--- src/rtl/router_fsm_nch.sv ---
// Parametrised 1xN router controller: header decode, payload/parity sequencing, FIFO-full stall, bad-address drop.
// Optional WAIT_TILL_EMPTY timeout is built when ROUTER_WAIT_TIMEOUT_EN is defined.
module router_fsm_nch #(
  parameter int NUM_CH      = 3,
  parameter int ADDR_W      = 2,
  parameter int WAIT_CYCLES = 255
) (
  input  logic              clock,
  input  logic              resetn,
  input  logic              i_pkt_valid,
  input  logic              i_parity_done,
  input  logic [ADDR_W-1:0] i_data_in,
  input  logic [NUM_CH-1:0] i_soft_reset,
  input  logic              i_fifo_full,
  input  logic              i_low_pkt_valid,
  input  logic [NUM_CH-1:0] i_fifo_empty,
  output logic              o_detect_add,
  output logic              o_ld_state,
  output logic              o_laf_state,
  output logic              o_full_state,
  output logic              o_lfd_state,
  output logic              o_rst_int_reg,
  output logic              o_write_enb_reg,
  output logic              o_busy,
  output logic [NUM_CH-1:0] o_dest_sel,
  output logic              o_addr_err,
  output logic              o_wait_timeout,
  output logic [3:0]        o_state
);

  typedef enum logic [3:0] {
    DECODE_ADDRESS     = 4'd0,
    LOAD_FIRST_DATA    = 4'd1,
    LOAD_DATA          = 4'd2,
    LOAD_PARITY        = 4'd3,
    FIFO_FULL_STATE    = 4'd4,
    LOAD_AFTER_FULL    = 4'd5,
    WAIT_TILL_EMPTY    = 4'd6,
    CHECK_PARITY_ERROR = 4'd7,
    DROP_PACKET        = 4'd8
  } state_t;

  localparam int NPAD = 2 ** ADDR_W;

  state_t            r_state;
  state_t            w_next;
  logic [ADDR_W-1:0] r_addr_q;
  logic [NPAD-1:0]   w_empty_pad;
  logic [NPAD-1:0]   w_sreset_pad;
  logic              w_hdr_oor;
  logic              w_sreset_hit;
  logic              w_timeout_hit;
  logic              w_wait_timeout;
  logic [NUM_CH-1:0] w_dest;

  // Zero-padding to the full address space makes out-of-range addresses read as not-empty / no-reset.
  always_comb begin
    w_empty_pad  = '0;
    w_sreset_pad = '0;
    for (int i = 0; i < NUM_CH; i++) begin
      w_empty_pad[i]  = i_fifo_empty[i];
      w_sreset_pad[i] = i_soft_reset[i];
    end
  end

  assign w_hdr_oor    = ({1'b0, i_data_in} >= (ADDR_W+1)'(NUM_CH));
  assign w_sreset_hit = w_sreset_pad[r_addr_q];

`ifdef ROUTER_WAIT_TIMEOUT_EN
  localparam int CW = $clog2(WAIT_CYCLES + 1);
  logic [CW-1:0] r_wait_cnt;

  always_ff @(posedge clock) begin
    if (!resetn)                       r_wait_cnt <= '0;
    else if (r_state == WAIT_TILL_EMPTY) r_wait_cnt <= r_wait_cnt + CW'(1);
    else                               r_wait_cnt <= '0;
  end

  assign w_timeout_hit = (r_wait_cnt == CW'(WAIT_CYCLES - 1));
`else
  assign w_timeout_hit = 1'b0;
`endif

  always_ff @(posedge clock) begin
    if (!resetn) begin
      r_state  <= DECODE_ADDRESS;
      r_addr_q <= '0;
    end else begin
      r_state <= w_next;
      if (r_state == DECODE_ADDRESS) r_addr_q <= i_data_in;
    end
  end

  always_comb begin
    w_next         = r_state;
    w_wait_timeout = 1'b0;
    case (r_state)
      DECODE_ADDRESS: begin
        if (i_pkt_valid) begin
          if (w_hdr_oor)                   w_next = DROP_PACKET;
          else if (w_empty_pad[i_data_in]) w_next = LOAD_FIRST_DATA;
          else                             w_next = WAIT_TILL_EMPTY;
        end
      end
      LOAD_FIRST_DATA: w_next = LOAD_DATA;
      LOAD_DATA: begin
        if (i_fifo_full)       w_next = FIFO_FULL_STATE;
        else if (!i_pkt_valid) w_next = LOAD_PARITY;
      end
      LOAD_PARITY:     w_next = CHECK_PARITY_ERROR;
      FIFO_FULL_STATE: if (!i_fifo_full) w_next = LOAD_AFTER_FULL;
      LOAD_AFTER_FULL: begin
        if (i_parity_done)        w_next = DECODE_ADDRESS;
        else if (i_low_pkt_valid) w_next = LOAD_PARITY;
        else                      w_next = LOAD_DATA;
      end
      WAIT_TILL_EMPTY: begin
        if (w_empty_pad[r_addr_q]) begin
          w_next = LOAD_FIRST_DATA;
        end else if (w_timeout_hit) begin
          w_next         = DROP_PACKET;
          w_wait_timeout = 1'b1;
        end
      end
      CHECK_PARITY_ERROR: w_next = i_fifo_full ? FIFO_FULL_STATE : DECODE_ADDRESS;
      DROP_PACKET:        if (!i_pkt_valid) w_next = DECODE_ADDRESS;
      default:            w_next = DECODE_ADDRESS;
    endcase
    // Channel soft reset aborts whatever the FSM was doing for that channel.
    if (w_sreset_hit) begin
      w_next         = DECODE_ADDRESS;
      w_wait_timeout = 1'b0;
    end
  end

  always_comb begin
    w_dest = '0;
    if (r_state != DECODE_ADDRESS && r_state != DROP_PACKET) begin
      for (int i = 0; i < NUM_CH; i++) w_dest[i] = (r_addr_q == ADDR_W'(i));
    end
  end

  assign o_detect_add    = (r_state == DECODE_ADDRESS);
  assign o_lfd_state     = (r_state == LOAD_FIRST_DATA);
  assign o_ld_state      = (r_state == LOAD_DATA);
  assign o_laf_state     = (r_state == LOAD_AFTER_FULL);
  assign o_full_state    = (r_state == FIFO_FULL_STATE);
  assign o_rst_int_reg   = (r_state == CHECK_PARITY_ERROR);
  assign o_addr_err      = (r_state == DROP_PACKET);
  assign o_write_enb_reg = o_ld_state | o_laf_state | (r_state == LOAD_PARITY);
  assign o_busy          = o_lfd_state | (r_state == LOAD_PARITY) | o_full_state |
                           o_laf_state | (r_state == WAIT_TILL_EMPTY) | o_rst_int_reg;
  assign o_dest_sel      = w_dest;
  assign o_wait_timeout  = w_wait_timeout;
  assign o_state         = r_state;

endmodule

--- config.mk ---
export PLATFORM = sky130hd
export DESIGN_NAME = router_fsm_nch
export DESIGN_NICKNAME = d
export VERILOG_FILES = /design/src/rtl/router_fsm_nch.sv
export SDC_FILE = /design/constraint.sdc
export NUM_CORES = 1
export LEC_CHECK = 0
export CAP_MARGIN = 20
export CORE_AREA = 4 4 44 54
export CTS_CLUSTER_SIZE = 16
export DETAILED_ROUTE_END_ITERATION = 7
export DIE_AREA = 0 0 48 58
export PLACE_DENSITY_LB_ADDON = 0.3
export SETUP_SLACK_MARGIN = 0.3
export SYNTH_ARGS = -nofsm -noshare
export SYNTH_HDL_FRONTEND = slang
export SYNTH_SLANG_ARGS = --single-unit
--- constraint.sdc ---
create_clock -name clock -period 1.4 [get_ports clock]
set_input_delay 0.28 -clock clock [delete_from_list [all_inputs] [get_ports clock]]
set_output_delay 0.28 -clock clock [all_outputs]
set_load 0.01 [all_outputs]
==> impl_metrics.env, run 1 <==
export IMPL_grt_max_degree=8
export IMPL_crit_required_ns=1.12
export IMPL_antenna_cells=0
export IMPL_synth_cell_types=37
export IMPL_power_mw=1.20
export IMPL_peakVddDrop_mv=0.561
export IMPL_worst_path_max_delay_cell="dfxtp_4"
export IMPL_nets=173
export IMPL_drtIter0Drc=6
export IMPL_die_area_um2=2780
export IMPL_yosys_area_top_type="dfxtp_1"
export IMPL_numCtsBuffers=3
export IMPL_setup_ws_ns=-0.153
export IMPL_ys_ff_latch=6
export IMPL_synth_avg_cell_area_um2=7.52
export IMPL_end_kind="output port"
export IMPL_slowest_delay_ns=0.35
export IMPL_grt_antenna_before_repair=0
export IMPL_gr_total_overflow=0
export IMPL_max_freq_ghz=0.644
export IMPL_synth_top_area_frac=0.190
export IMPL_maxCapViolations=0
export IMPL_rsz0062_at_grt="yes"
export IMPL_path_delay_family="simple AND/OR/NAND/NOR gates"
export IMPL_routed_wirelength_mm=2.58
export IMPL_cts_tree="yes"
export IMPL_io_pins=31
export IMPL_dpl_hpwl_mm=1.59
export IMPL_setup_viol=15
export IMPL_slew_violations=0
export IMPL_post_drt_wl_per_cell_um=14.7
export IMPL_area_delta_synth_final_pct=130
export IMPL_fp_dieH_um=58
export IMPL_dr_total_vias=911
export IMPL_clock_skew_ns=0.00475
export IMPL_netlist_area_um2=632
export IMPL_portBuffers=29
export IMPL_grt_pass1_vias=939
export IMPL_power_density_nw_per_um2=826
export IMPL_core_region_area_um2=1830
export IMPL_htree_levels=1
export IMPL_rows=17
export IMPL_grtUsageTotal=0.201
export IMPL_clkLatencyLatePin_ns=0.25
export IMPL_layout_commonest_cell="buf_4"
export IMPL_hold_class="input port to flop"
export IMPL_violations="negative setup slack"
export IMPL_final_cell_mix="30 x buf_4, 23 x buf_6, 11 x buf_2"
export IMPL_crit_buf_inv=2
export IMPL_finalWeightedCongestion=0.828
export IMPL_holdBufCountCts=0
export IMPL_synthCells=84
export IMPL_drtPass1Iterations=3
export IMPL_min_period_ns=1.55
export IMPL_status="finished, violations left"
export IMPL_synth_warnings=0
export IMPL_initial_core_util=0.345
export IMPL_leakagePower_nw=0.671
export IMPL_grt_pass1_wl_mm=4.10
export IMPL_chipWidth_um=48
export IMPL_layout_drive_gt1_share=0.605
export IMPL_preCtsSetupSlack_ns=-0.346
export IMPL_path_class="flop to output port"
export IMPL_root_buffer="clkbuf_4"
export IMPL_dp_cells=151
export IMPL_clk_pin_slew_ns=0.05
export IMPL_syn_nets=98
export IMPL_cp_arrival_ns=1.27
export IMPL_worstPathMaxFanout=6
export IMPL_fillers=139
export IMPL_min_period_over_period=1.11
export IMPL_final_cells=176
export IMPL_synth_sequential_area_ratio=0.190
export IMPL_vias_per_cell=5.18
export IMPL_final_util=0.795
export IMPL_ant_nets=0
export IMPL_yosys_top_cells_area="dfxtp_1 19%, mux2i_1 7.9%, nor2_1 5.9%, nand2b_1 5.0%, nand3b_1 4.8%"
export IMPL_hold_viol_final=0
export IMPL_startpoint_type="flop"
export IMPL_post_route_drc_count=0
export IMPL_clock_path_buffers=2
export IMPL_path_cells="buf_6 > or2_4 > nor3_4 > buf_2"
export IMPL_cts_sinks=6
==> area by class of cell <==
| cell class | count | area, µm² | area share |
|---|---|---|---|
| Timing Repair Buffer | 78 | 681 | 0.468 |
| Multi-Input combinational cell | 68 | 582 | 0.400 |
| Sequential cell | 6 | 136 | 0.0937 |
| Tap cell | 19 | 23.8 | 0.0163 |
| Clock buffer | 3 | 22.5 | 0.0155 |
| Inverter | 2 | 10.0 | 0.00688 |
==> state kept, by name, summed over array words and instances (netlist names) <==
register  cells
o_state       4
r_addr_q      2
==> tightest hold or removal path, delay by kind of cell <==
kind	cells	cell delay, ns
buf+inv	2	0.42
compound gates	1	0.05
simple gates	1	0.05
==> per-stage QoR <==
step | cell area, µm² | hold WS [ns] | setup TNS [ns]
3_5_place_dp | 1150 | 0.683 | -3.76
5_1_grt | 1460 | 0.597 | -2.31
6_report | 1460 | 0.586 | -1.32
3_3_place_gp | 1150 | 0.697 | -3.51
2_1_floorplan | 694 | 0.408 | 0
4_1_cts | 1410 | 0.588 | -1.07
==> routing by layer <==
metal,global-route usage,wire [µm]
met5,0,0
met2,0.372,1380
met3,0.0186,143
met4,0.0654,55
met1,0.223,1010
==> Yosys cell counts, drive strengths merged <==
library cell  instances
a221oi                2
a21o                  1
o31ai                 1
o21ai                 4
a221o                 1
or2                   1
o211ai                1
inv                   2
nand2                 3
nand4                 1
nor2                 10
conb                  1
a21oi                 3
clkbuf                1
nand3                 1
o21a                  2
mux2                  1
dfxtp                 6
and2                  1
o21ba                 1
nor3                  6
a211oi                1
o2111ai               1
nand4b                1
nor3b                 3
nand3b                4
and2b                 1
a211o                 2
nor2b                 3
mux2i                 5
buf                   7
nand2b                5
nor4                  1
==> logic make-up (layout without fill, tap and decap cells) <==
family | Yosys count | count (layout) | share of synthesized area
other cells | 1 | 1 | 0.00593
mux | 6 | 6 | 0.0970
buf+inv | 10 | 83 | 0.0970
compound gates | 20 | 20 | 0.228
flops | 6 | 6 | 0.190
simple gates | 41 | 41 | 0.382
==> power by group <==
group          internal, mW  leakage (nW)  switching [mW]
logic                 0.470         0.605           0.346
clock network        0.0972        0.0138          0.0657
registers             0.193        0.0525          0.0299
total                 0.760         0.671           0.441
==> path summary, 6_finish.rpt <==
| kind | start | to | slack (ns) | cells past startpoint |
|---|---|---|---|---|
| max reg2reg | o_state[0] | o_state[1] | -0.14 | 7 |
| min | i_pkt_valid | o_state[3] | 0.59 | 4 |
| min reg2reg | o_state[3] | o_state[0] | 0.61 | 2 |
| max | o_state[0] | o_detect_add | -0.15 | 4 |
==> timing repair <==
item	4_1_cts	5_1_grt
setup endpoints to repair	22	22
buffers inserted	19	3
cloned	0	0
pin swaps	10	7
resized for setup	111	5
No activity file was read; power rests on OpenSTA's default activity.
==> run 2: changes to the inputs <==
- SLEW_MARGIN: unset -> 20
==> results of run 2 <==
No change in the layout: final DEF, timing and power equal those of run 1.
==> run 3: changes to the inputs <==
- CTS_CLUSTER_DIAMETER: unset -> 120
- SLEW_MARGIN: 20 -> 0
==> results of run 3 <==
No change in the layout: final DEF, timing and power equal those of run 1.
